$ cat src/rtl/pcie_write_arbiter.sv
// Round-robin arbiter that funnels per-core write requests into per-core ring
// regions of a shared RAM, gated by host-returned credits.
module pcie_write_arbiter #(
    parameter int N_CORES    = 4,
    parameter int DEPTH_LOG2 = 4,
    parameter int CORE_W     = 2
) (
    input  logic                         clk,
    input  logic                         rst_n,
    input  logic [N_CORES-1:0]           req,
    input  logic [32*N_CORES-1:0]        data,
    output logic [N_CORES-1:0]           ack,
    input  logic                         cred_valid,
    input  logic [CORE_W-1:0]            cred_core,
    input  logic [DEPTH_LOG2:0]          cred_cnt,
    output logic                         ram_we,
    output logic [CORE_W+DEPTH_LOG2-1:0] ram_addr,
    output logic [31:0]                  ram_wdata,
    output logic                         cred_err
);

    localparam int DEPTH = 1 << DEPTH_LOG2;
    localparam int CW    = DEPTH_LOG2 + 1;

    typedef enum logic {IDLE, WRITE} state_e;

    state_e                         state_q, state_d;
    logic [CORE_W-1:0]              grant_q, grant_d;
    logic [CORE_W-1:0]              last_q, last_d;
    logic [DEPTH_LOG2-1:0]          wptr_q [N_CORES];
    logic [DEPTH_LOG2-1:0]          wptr_d [N_CORES];
    logic [N_CORES-1:0]             phase_q, phase_d;
    logic [CW-1:0]                  credit_q [N_CORES];
    logic [CW-1:0]                  credit_d [N_CORES];
    logic [N_CORES-1:0]             ack_q, ack_d;
    logic                           ram_we_q, ram_we_d;
    logic [CORE_W+DEPTH_LOG2-1:0]   ram_addr_q, ram_addr_d;
    logic [31:0]                    ram_wdata_q, ram_wdata_d;
    logic                           cred_err_q, cred_err_d;

    logic [N_CORES-1:0]             elig;
    logic [N_CORES-1:0]             data_msbs;
    logic                           unused_msbs;
    logic                           found;
    logic [CORE_W-1:0]              pick;
    int unsigned                    idx;
    logic [CW:0]                    sum;

    always_comb begin
        elig      = '0;
        data_msbs = '0;
        for (int unsigned k = 0; k < N_CORES; k++) begin
            elig[k]      = req[k] && (credit_q[k] != '0);
            data_msbs[k] = data[32*k+31];
        end
    end

    // Bit 31 of every data word is replaced by the ring phase bit.
    assign unused_msbs = ^data_msbs;

    always_comb begin
        state_d     = state_q;
        grant_d     = grant_q;
        last_d      = last_q;
        wptr_d      = wptr_q;
        phase_d     = phase_q;
        credit_d    = credit_q;
        cred_err_d  = cred_err_q;
        ack_d       = '0;
        ram_we_d    = 1'b0;
        ram_addr_d  = '0;
        ram_wdata_d = '0;
        found       = 1'b0;
        pick        = '0;
        idx         = 0;
        sum         = '0;

        case (state_q)
            IDLE: begin
                for (int unsigned i = 1; i <= N_CORES; i++) begin
                    idx = (32'(last_q) + i) % 32'(N_CORES);
                    if (!found && elig[idx]) begin
                        found = 1'b1;
                        pick  = CORE_W'(idx);
                    end
                end
                // Outputs for the WRITE cycle are registered at the pick; the
                // pointer and phase cannot change before that cycle.
                if (found) begin
                    state_d     = WRITE;
                    grant_d     = pick;
                    last_d      = pick;
                    ack_d[pick] = 1'b1;
                    ram_we_d    = 1'b1;
                    ram_addr_d  = {pick, wptr_q[pick]};
                    ram_wdata_d = {phase_q[pick], data[32*pick +: 31]};
                end
            end
            WRITE: begin
                state_d         = IDLE;
                wptr_d[grant_q] = wptr_q[grant_q] + 1'b1;
                if (wptr_q[grant_q] == DEPTH_LOG2'(DEPTH - 1))
                    phase_d[grant_q] = ~phase_q[grant_q];
            end
            default: state_d = IDLE;
        endcase

        // Credit return and write decrement on one core merge into one update.
        for (int unsigned k = 0; k < N_CORES; k++) begin
            sum = {1'b0, credit_q[k]};
            if (cred_valid && (cred_core == CORE_W'(k)))
                sum = sum + {1'b0, cred_cnt};
            if ((state_q == WRITE) && (grant_q == CORE_W'(k)))
                sum = sum - 1'b1;
            if (sum > (CW+1)'(DEPTH)) begin
                credit_d[k] = CW'(DEPTH);
                cred_err_d  = 1'b1;
            end else begin
                credit_d[k] = sum[CW-1:0];
            end
        end
        if (cred_valid && (32'(cred_core) >= 32'(N_CORES)))
            cred_err_d = 1'b1;
    end

    always_ff @(posedge clk) begin
        if (!rst_n) begin
            state_q     <= IDLE;
            grant_q     <= '0;
            last_q      <= CORE_W'(N_CORES - 1);
            wptr_q      <= '{default: '0};
            phase_q     <= '1;
            credit_q    <= '{default: CW'(DEPTH)};
            ack_q       <= '0;
            ram_we_q    <= 1'b0;
            ram_addr_q  <= '0;
            ram_wdata_q <= '0;
            cred_err_q  <= 1'b0;
        end else begin
            state_q     <= state_d;
            grant_q     <= grant_d;
            last_q      <= last_d;
            wptr_q      <= wptr_d;
            phase_q     <= phase_d;
            credit_q    <= credit_d;
            ack_q       <= ack_d;
            ram_we_q    <= ram_we_d;
            ram_addr_q  <= ram_addr_d;
            ram_wdata_q <= ram_wdata_d;
            cred_err_q  <= cred_err_d;
        end
    end

    assign ack       = ack_q;
    assign ram_we    = ram_we_q;
    assign ram_addr  = ram_addr_q;
    assign ram_wdata = ram_wdata_q;
    assign cred_err  = cred_err_q;

endmodule

$ cat config.mk
export PLATFORM = sky130hd
export DESIGN_NAME = pcie_write_arbiter
export DESIGN_NICKNAME = d
export VERILOG_FILES = /design/src/rtl/pcie_write_arbiter.sv
export SDC_FILE = /design/constraint.sdc
export NUM_CORES = 1
export LEC_CHECK = 0
export CAP_MARGIN = 20
export CORE_ASPECT_RATIO = 1.1
export CORE_MARGIN = 2
export CORE_UTILIZATION = 51
export CTS_CLUSTER_SIZE = 28
export DETAILED_ROUTE_END_ITERATION = 12
export HOLD_SLACK_MARGIN = 0.03
export PLACE_DENSITY = 0.88
export SETUP_SLACK_MARGIN = 0.15
export SYNTH_ARGS = -nofsm -noshare
export SYNTH_HDL_FRONTEND = slang
export SYNTH_SLANG_ARGS = --single-unit
export TNS_END_PERCENT = 100
$ cat constraint.sdc
create_clock -name clk -period 4.6 [get_ports clk]
set_input_delay 0.92 -clock clk [delete_from_list [all_inputs] [get_ports clk]]
set_output_delay 0.92 -clock clk [all_outputs]
set_load 0.02 [all_outputs]
# --- After elaboration in Yosys (flattened, before gate mapping) ---
# Cells that the tools add are included.
word_totals:
  mem_bits_ro: 0
  ram_bits: 0
  latchBits: 0
  n_memories: 0
  in_bits: 142
  wordCells: 148
  output_inout_bits: 44
  reg_bits: 89
op_classes:
  div: 0
  bitwise: 6
  multipliers: 0
  n_reduce_logical: 36
  n_eq_ne: 7
  shift: 1
  muxes: 53
  addsub: 13
  n_lt_le_gt_ge: 15
op_table:
  columns: ["cell", "count"]
  rows:
  - ["128-bit by 8-bit indexed part select with 31-bit output", 1]
  - ["6-bit two-way mux", 8]
  - ["5-bit by 5-bit adder with 6-bit output", 4]
  - ["6-bit by 5-bit greater-than comparator with 1-bit output (second input constant)", 4]
  - ["6-bit by 1-bit subtractor with 6-bit output (second input constant)", 4]
  - ["1-bit two-way mux", 21]
  - ["4-bit two-way mux", 5]
  - ["5-bit nonzero test", 4]
  - ["1-bit logical AND", 18]
  - ["2-bit by 3-bit < comparator with 1-bit output (second input constant)", 6]
  - ["4-bit binary-select mux with 2-bit select", 2]
  - ["16-bit bitwise mux", 1]
  - ["1-bit binary-select mux with 2-bit select", 6]
  - ["2-bit two-way mux", 5]
  - ["2-bit OR reduction", 5]
  - ["4-bit demux with 2-bit select", 1]
  - ["2-bit == test (second input constant)", 4]
  - ["3-bit >= comparator (second input constant)", 2]
  - ["2-bit NOT with 3-bit output", 2]
  - ["2-bit by 1-bit adder with 2-bit output (second input constant)", 2]
  - ["2-bit adder (second input constant)", 2]
  - ["4-bit by 1-bit adder with 4-bit output (second input constant)", 1]
  - ["4-bit bitwise mux", 1]
  - ["1-bit demux with 2-bit select", 2]
  - ["11 further kinds", 20]

# --- Logic depth before layout (Yosys ltp) ---
# Gate-level depths: netlist (run 1).
depth:
  word_depth: 22
  ltp_mapped: 12

# --- Worst setup path before layout (run 1) ---
# OpenSTA, ideal clock, no wires.
synth_path:
  path_kind: "in2reg"
  startpoint: "in cred_cnt[0]"
  endpoint: "reg cred_err_q (netlist: cred_err)"
  t_arrival_ps: 3193
  path_buffers: 0
  path_slack_ps: 1282
  cell_stages: 12
  required_ps: 4475
  setup_ps: 125
  cell_sequence: "ha_1 inv_1 fa_1 nor2_1 a21oi_1 ha_1 xor2_1 a211oi_1 a221oi_1 a211oi_1 nor2_1 o41a_1"
synth_between:
  elab_chain_len: 8
  word_cells_on_any_way: 24
  cone_classes: "add/sub (8); order compare (4); mux (11); reduce/logical (1)"
synth_rtl:
  columns: ["element", "line", "source"]
  rows:
  - ["start: declaration", "15", "input logic [DEPTH_LOG2:0] cred_cnt,"]
  - ["5-bit by 5-bit adder with 6-bit output", "112", "sum = sum + {1'b0, cred_cnt};"]
  - ["6-bit two-way mux", "111", "if (cred_valid && (cred_core == CORE_W'(k)))"]
  - ["6-bit by 1-bit subtractor with 6-bit output", "114", "sum = sum - 1'b1;"]
  - ["6-bit two-way mux", "113", "if ((state_q == WRITE) && (grant_q == CORE_W'(k)))"]
  - ["6-bit by 5-bit greater-than comparator with 1-bit output", "115", "if (sum > (CW+1)'(DEPTH)) begin"]
  - ["1-bit two-way mux (3 in series)", "115", null]
  - ["end signal: assignment", "150", "cred_err_q <= cred_err_d;"]
  - ["end: declaration", "39", "logic cred_err_q, cred_err_d;"]
# Parallel ways exist; a longest one is shown, timed or not.
# A chain may end at the register's enable or synchronous reset.

# --- Worst setup path after layout (run 1) ---
# Same ends and word-level chain as after synthesis.

==> run metrics, run 1 <==
outcome completed; Synth warnings 0; CTS tree built; Mapped Cells 637; Final Non-Filler Cells 953; skew final 0.0180 ns; Post-synth EDFFs 0; DR WL/cell 19.1 um; crit share post-route 0.853; R2R Path Start credit_q[10]; CP arrival 4.16 ns; clock slew at reported path FFs 0.07 ns; Root Buffer clkbuf_16; slew margin rel. 0.349; Synth async-reset ratio 0; fin nets 973; most numerous cell in the Yosys netlist nor2_1; Clock Latency Late Sink 0.35 ns; CTS Buffer Depth 2; layout cell share with drive strength beyond 1 0.0907; global route total overflow 0; FF+latch count, synth 88; die height 115 um; placed cells 938; placer congestion estimate 0.902; max-capacitance violation count 0; Setup TNS 0 ns; Hold Buf Count CTS 0; Post-synth top flop dfxtp_1; final setup violation count 0; H-tree depth 3; Worst Hold Launch wptr_q[1]; total routed wirelength 18200 um; Post-CTS Resized 0; Setup Crit Path Kind primary input to flop; FP Rows 40; r2r worst-path depth 12; Hold Path Class flop to flop; Residual DRC 0; register-to-register setup slack 1.45 ns; DP HPWL 13700 um; Yosys top cell area share 0.310; Port Buffer Count 181; crit start category primary input; Area growth syn-to-layout 38.8%; Post-Syn Area 5690 um2; peak supply drop 213 uV; post-synth top area cell dfxtp_1; global-route wire length before repair 28500 um; Req. time, crit path 4.84 ns; largest net degree at the start of global routing 78; reg-to-reg endpoint cred_err; Detail Route Antenna Nets 0; CP max FO 6; core area 10900 um2; initial antenna violation count 1; Synth area leaders dfxtp_1, mux2i_1, mux2_2; top cells by count, synth nor2_1, dfxtp_1, a211oi_1; CTS Buf Count 9; syn_area_per_cell 8.93 um2; Slew Limit Fails 0; total track usage 0.301; vias 5587; die span in x 105 um; f_max 0.255 GHz; Hold Path Sink wptr_q[1]; I/O pins 186; router iterations before antenna repair 5; vias per std cell 5.86; DR iter-0 viols 404; vias in the first global route 5534; DIE AREA 12000 um2; worst slew pin tran 0.975 ns; Final Critical Period 3.92 ns; Leak 3.05 nW; # clock sinks 88; unrepaired setup endpoints after global routing no; initial core utilization 0.522; PwrDens 353 nW/um2; Syn Nets 808; setup bufs post-CTS 0; WHS Path Cells 2; CP endpoint kind flop; Fin. Hold Viols 0; register area share after synthesis 0.310; Synth cell types 67
[report_power, final]
part	switching [mW]	leakage (nW)	internal, mW
Clock	0.301	0.137	0.431
Sequential	0.0656	0.722	0.853
Combinational	0.588	2.19	0.550
[worst max-delay path by stage]
| stage | end | cells past startpoint | startpoint | slack, ns |
|---|---|---|---|---|
| floorplan | cred_err | 12 | cred_cnt[0] | 1.28 |
| global placement | cred_err | 13 | cred_cnt[0] | 0.40 |
| detailed placement | cred_err | 11 | cred_cnt[0] | 0.38 |
| CTS | cred_err | 11 | cred_cnt[0] | 0.74 |
| global route | cred_err | 13 | cred_cnt[0] | 0.48 |
| finish | cred_err | 13 | cred_cnt[0] | 0.68 |
[metrics by stage]
step	hold WS, ns	power [mW]	utilization	area [um2]	setup WS, ns
after global placement	0.458	2.01	0.697	7600	0.405
after global routing	0.519	2.93	0.724	7900	0.478
after detailed placement	0.476	2.05	0.697	7600	0.381
after CTS	0.484	2.79	0.724	7900	0.739
final	0.487	2.79	0.724	7900	0.678
after floorplan	0.443	1.65	-	5690	1.28
[sequential cells by signal (all words and copies together) (netlist names)]
signal	cells
last_q	2
wptr_q	16
ack	4
cred_err	1
credit_q	20
phase_q	4
state_q	1
grant_q	2
ram_wdata	32
ram_addr	6
[routing by layer]
layer	vias to the layer above	wire length, um	part of all wire	global-route usage
met4	0	764	0.042	0.137
li1	2654	-	-	-
met1	2644	7220	0.40	0.339
met5	-	0	0	0
met2	236	8820	0.49	0.533
met3	53	1380	0.076	0.0839
[cell type report]
class | instances | area [um2]
Clock inverter | 4 | 53.8
Clock buffer | 10 | 239
Tap cell | 147 | 184
Antenna cell | 1 | 2.50
Multi-Input combinational cell | 495 | 3700
Sequential cell | 88 | 1760
Fill cell | 779 | 3010
Inverter | 19 | 71.3
Timing Repair Buffer | 189 | 1880
[cell usage in the layout (no fill, tap or decap), types with 2 or more instances in the layout]
cell type / n
o31a_1: 7
clkinvlp_4: 2
a211oi_1: 56
or3_1: 4
mux2i_1: 44
clkdlybuf4s50_1: 181
o311ai_0: 3
nand3_1: 9
nand2_1: 31
o211ai_1: 4
dfxtp_1: 88
nor3b_1: 8
nor4b_1: 3
a21o_1: 3
a21oi_1: 24
inv_1: 17
clkbuf_16: 9
o21ba_2: 2
o31ai_1: 5
a221oi_1: 3
fa_1: 4
and3b_1: 4
nor2b_1: 5
buf_4: 7
o21ai_0: 8
and2_1: 6
nand2b_1: 17
nor3_1: 8
nor2_1: 95
xnor2_1: 22
nand3b_1: 2
a2111o_1: 3
mux4_2: 4
o21ai_1: 5
and3_1: 9
xor2_1: 7
ha_1: 25
mux2_2: 38
[kinds of logic after synthesis]
logic type / synth area share
xor+xnor: 0.0486
fa+ha+maj: 0.0690
compound gates: 0.180
mux: 0.168
simple gates: 0.183
buf+inv: 0.0413
flops: 0.310
[worst max-delay path, cell delays in order]
cell	delay (ns)
clkdlybuf4s50_1	0.59
ha_1	0.20
inv_1	0.05
fa_1	0.51
nor2_1	0.05
a21oi_1	0.19
ha_1	0.35
xor2_1	0.11
a211oi_1	0.26
a221oi_1	0.11
a211oi_1	0.32
nor2_1	0.09
o41a_1	0.40
Note: power is estimated with default switching activity, not from simulation.
==> run 2, diff against run 1 <==
--- a/config.mk
+++ b/config.mk
@@ -6,11 +6,12 @@
 export NUM_CORES = 1
 export LEC_CHECK = 0
 export CAP_MARGIN = 20
-export CORE_ASPECT_RATIO = 1.1
+export CORE_ASPECT_RATIO = 0.9
 export CORE_MARGIN = 2
 export CORE_UTILIZATION = 51
 export CTS_CLUSTER_SIZE = 28
 export DETAILED_ROUTE_END_ITERATION = 12
+export GPL_ROUTABILITY_DRIVEN = 0
 export HOLD_SLACK_MARGIN = 0.03
 export PLACE_DENSITY = 0.88
 export SETUP_SLACK_MARGIN = 0.15
==> run metrics, run 2 (synthesis gave the netlist of run 1 again) <==
Comb pwr share 0.410; worst-path cell chain clkdlybuf4s50_1 -> ha_1 -> inv_1 -> fa_1 -> nor2_1 -> a21oi_1 -> ha_1 -> xor2_1 -> a211oi_1 -> a221oi_1 -> a211oi_1 -> nor2_1 -> o41a_1; clock slew at reported path FFs 0.07 ns; setup bufs post-CTS 0; R2R Path Start credit_q[10]; DR iter-0 viols 432; vias 5565; router iterations before antenna repair 5; Setup Crit Path Kind primary input to flop; crit-path max cell delay 0.58 ns; max-capacitance violation count 0; core area 10900 um2; H-tree depth 3; CTS Buf Count 9; CP max FO 6; Setup crit end cred_err; Hold Slack 0.478 ns; max reg flops 32; total track usage 0.278; Hold Buf Count CTS 0; worst setup path start cred_cnt[0]; final setup violation count 0; die span in x 115 um; post-layout worst setup margin 0.573 ns; CTS tree built; layout cell share with drive strength beyond 1 0.0929; Setup TNS 0 ns; vias in the first global route 5685; WHS Path Cells 2; skew final 0.0109 ns; die height 104 um; most common cell after layout, fill and taps aside clkdlybuf4s50_1; outcome completed; Area growth syn-to-layout 38.7%; sw power 975 uW; global route total overflow 0; DIE AREA 12000 um2; Top delay family on crit path compound AO/OA/AOI/OAI gates; DR WL/cell 17.5 um; unrepaired setup endpoints after global routing no; Levels on crit path 13; Port Buffer Count 181; fin nets 973; Placement Setup Slack 0.278 ns; Root Buffer clkbuf_16; power share of the clock group 0.257; Slew Limit Fails 0; worst slew pin tran 0.771 ns; Internal 1.78 mW; total routed wirelength 16800 um; Seq pwr share 0.333; f_max 0.248 GHz; PwrDens 349 nW/um2; Worst path slowest cell clkdlybuf4s50_1; FP Rows 36; r2r worst-path depth 12; initial antenna violation count 0; Leak 3.05 nW; Final Critical Period 4.03 ns; # clock sinks 88; crit start category primary input; slew margin rel. 0.486; initial core utilization 0.524; Hold Path Class flop to flop; most frequent cells in the layout clkdlybuf4s50_1, nor2_1, dfxtp_1, a211oi_1, mux2i_1; crit share post-route 0.875; vias per std cell 5.80; global-route wire length before repair 27000 um; largest net degree at the start of global routing 79; Sw Ratio 0.354; DP HPWL 12600 um; number of diodes 0; register-to-register setup slack 1.35 ns; Clock Latency Late Sink 0.34 ns; peak supply drop 211 uV; Detail Route Antenna Nets 0; reg-to-reg endpoint cred_err; CP endpoint kind flop; Fin. Hold Viols 0; CP arrival 4.24 ns; I/O pins 186; CTS Buffer Depth 2; Req. time, crit path 4.82 ns; Worst Path Buf+Inv 2; Post-CTS Resized 0; Residual DRC 0
[run 2: tightest hold or removal path: stages (launching register included)]
cell and delay, ns:
dfxtp_1 0.32, nand2_1 0.05, a21oi_1 0.05
[run 2: through the flow]
step / std cells / utilization / instance area, um2 / power, mW
3_3_place_gp: 943 / 0.701 / 7610 / 1.99
4_1_cts: 959 / 0.727 / 7890 / 2.75
3_5_place_dp: 943 / 0.701 / 7610 / 2.04
6_report: 959 / 0.727 / 7890 / 2.75
5_1_grt: 959 / 0.727 / 7890 / 2.89
2_1_floorplan: 637 / - / 5690 / 1.65
[run 2: per-layer routing]
metal / vias to the layer above / share of wire / global-route usage
met3: 54 / 0.067 / 0.0583
met4: 0 / 0.038 / 0.119
met2: 250 / 0.50 / 0.476
li1: 2654 / - / -
met1: 2607 / 0.39 / 0.335
met5: - / 0 / 0
[run 2: final cells by class]
cell class	count	area, um2
multi-input cells	495	3700
fillers	772	2960
repair buffers	189	1880
flip-flops and latches	88	1760
clock buffers	9	225
well taps	152	190
inverters	19	71.3
clock inverters	7	60.1
[run 2: how the worst min path moves through the flow]
stage	startpoint	endpoint	slack [ns]
global placement	wptr_q[9]	wptr_q[9]	0.45
CTS	wptr_q[9]	wptr_q[9]	0.48
finish	wptr_q[9]	wptr_q[9]	0.48
floorplan	wptr_q[9]	wptr_q[9]	0.44
detailed placement	wptr_q[13]	wptr_q[13]	0.47
global route	wptr_q[13]	wptr_q[13]	0.50
[run 2: power by group through the flow]
stage          Sequential [mW]  Clock (mW)  Combinational [mW]
4_1_cts                  0.917       0.713                1.12
3_5_place_dp             0.932           0                1.11
3_3_place_gp             0.927           0                1.07
5_1_grt                  0.930       0.745                1.21
2_1_floorplan            0.982           0               0.672
6_report                 0.918       0.707                1.13
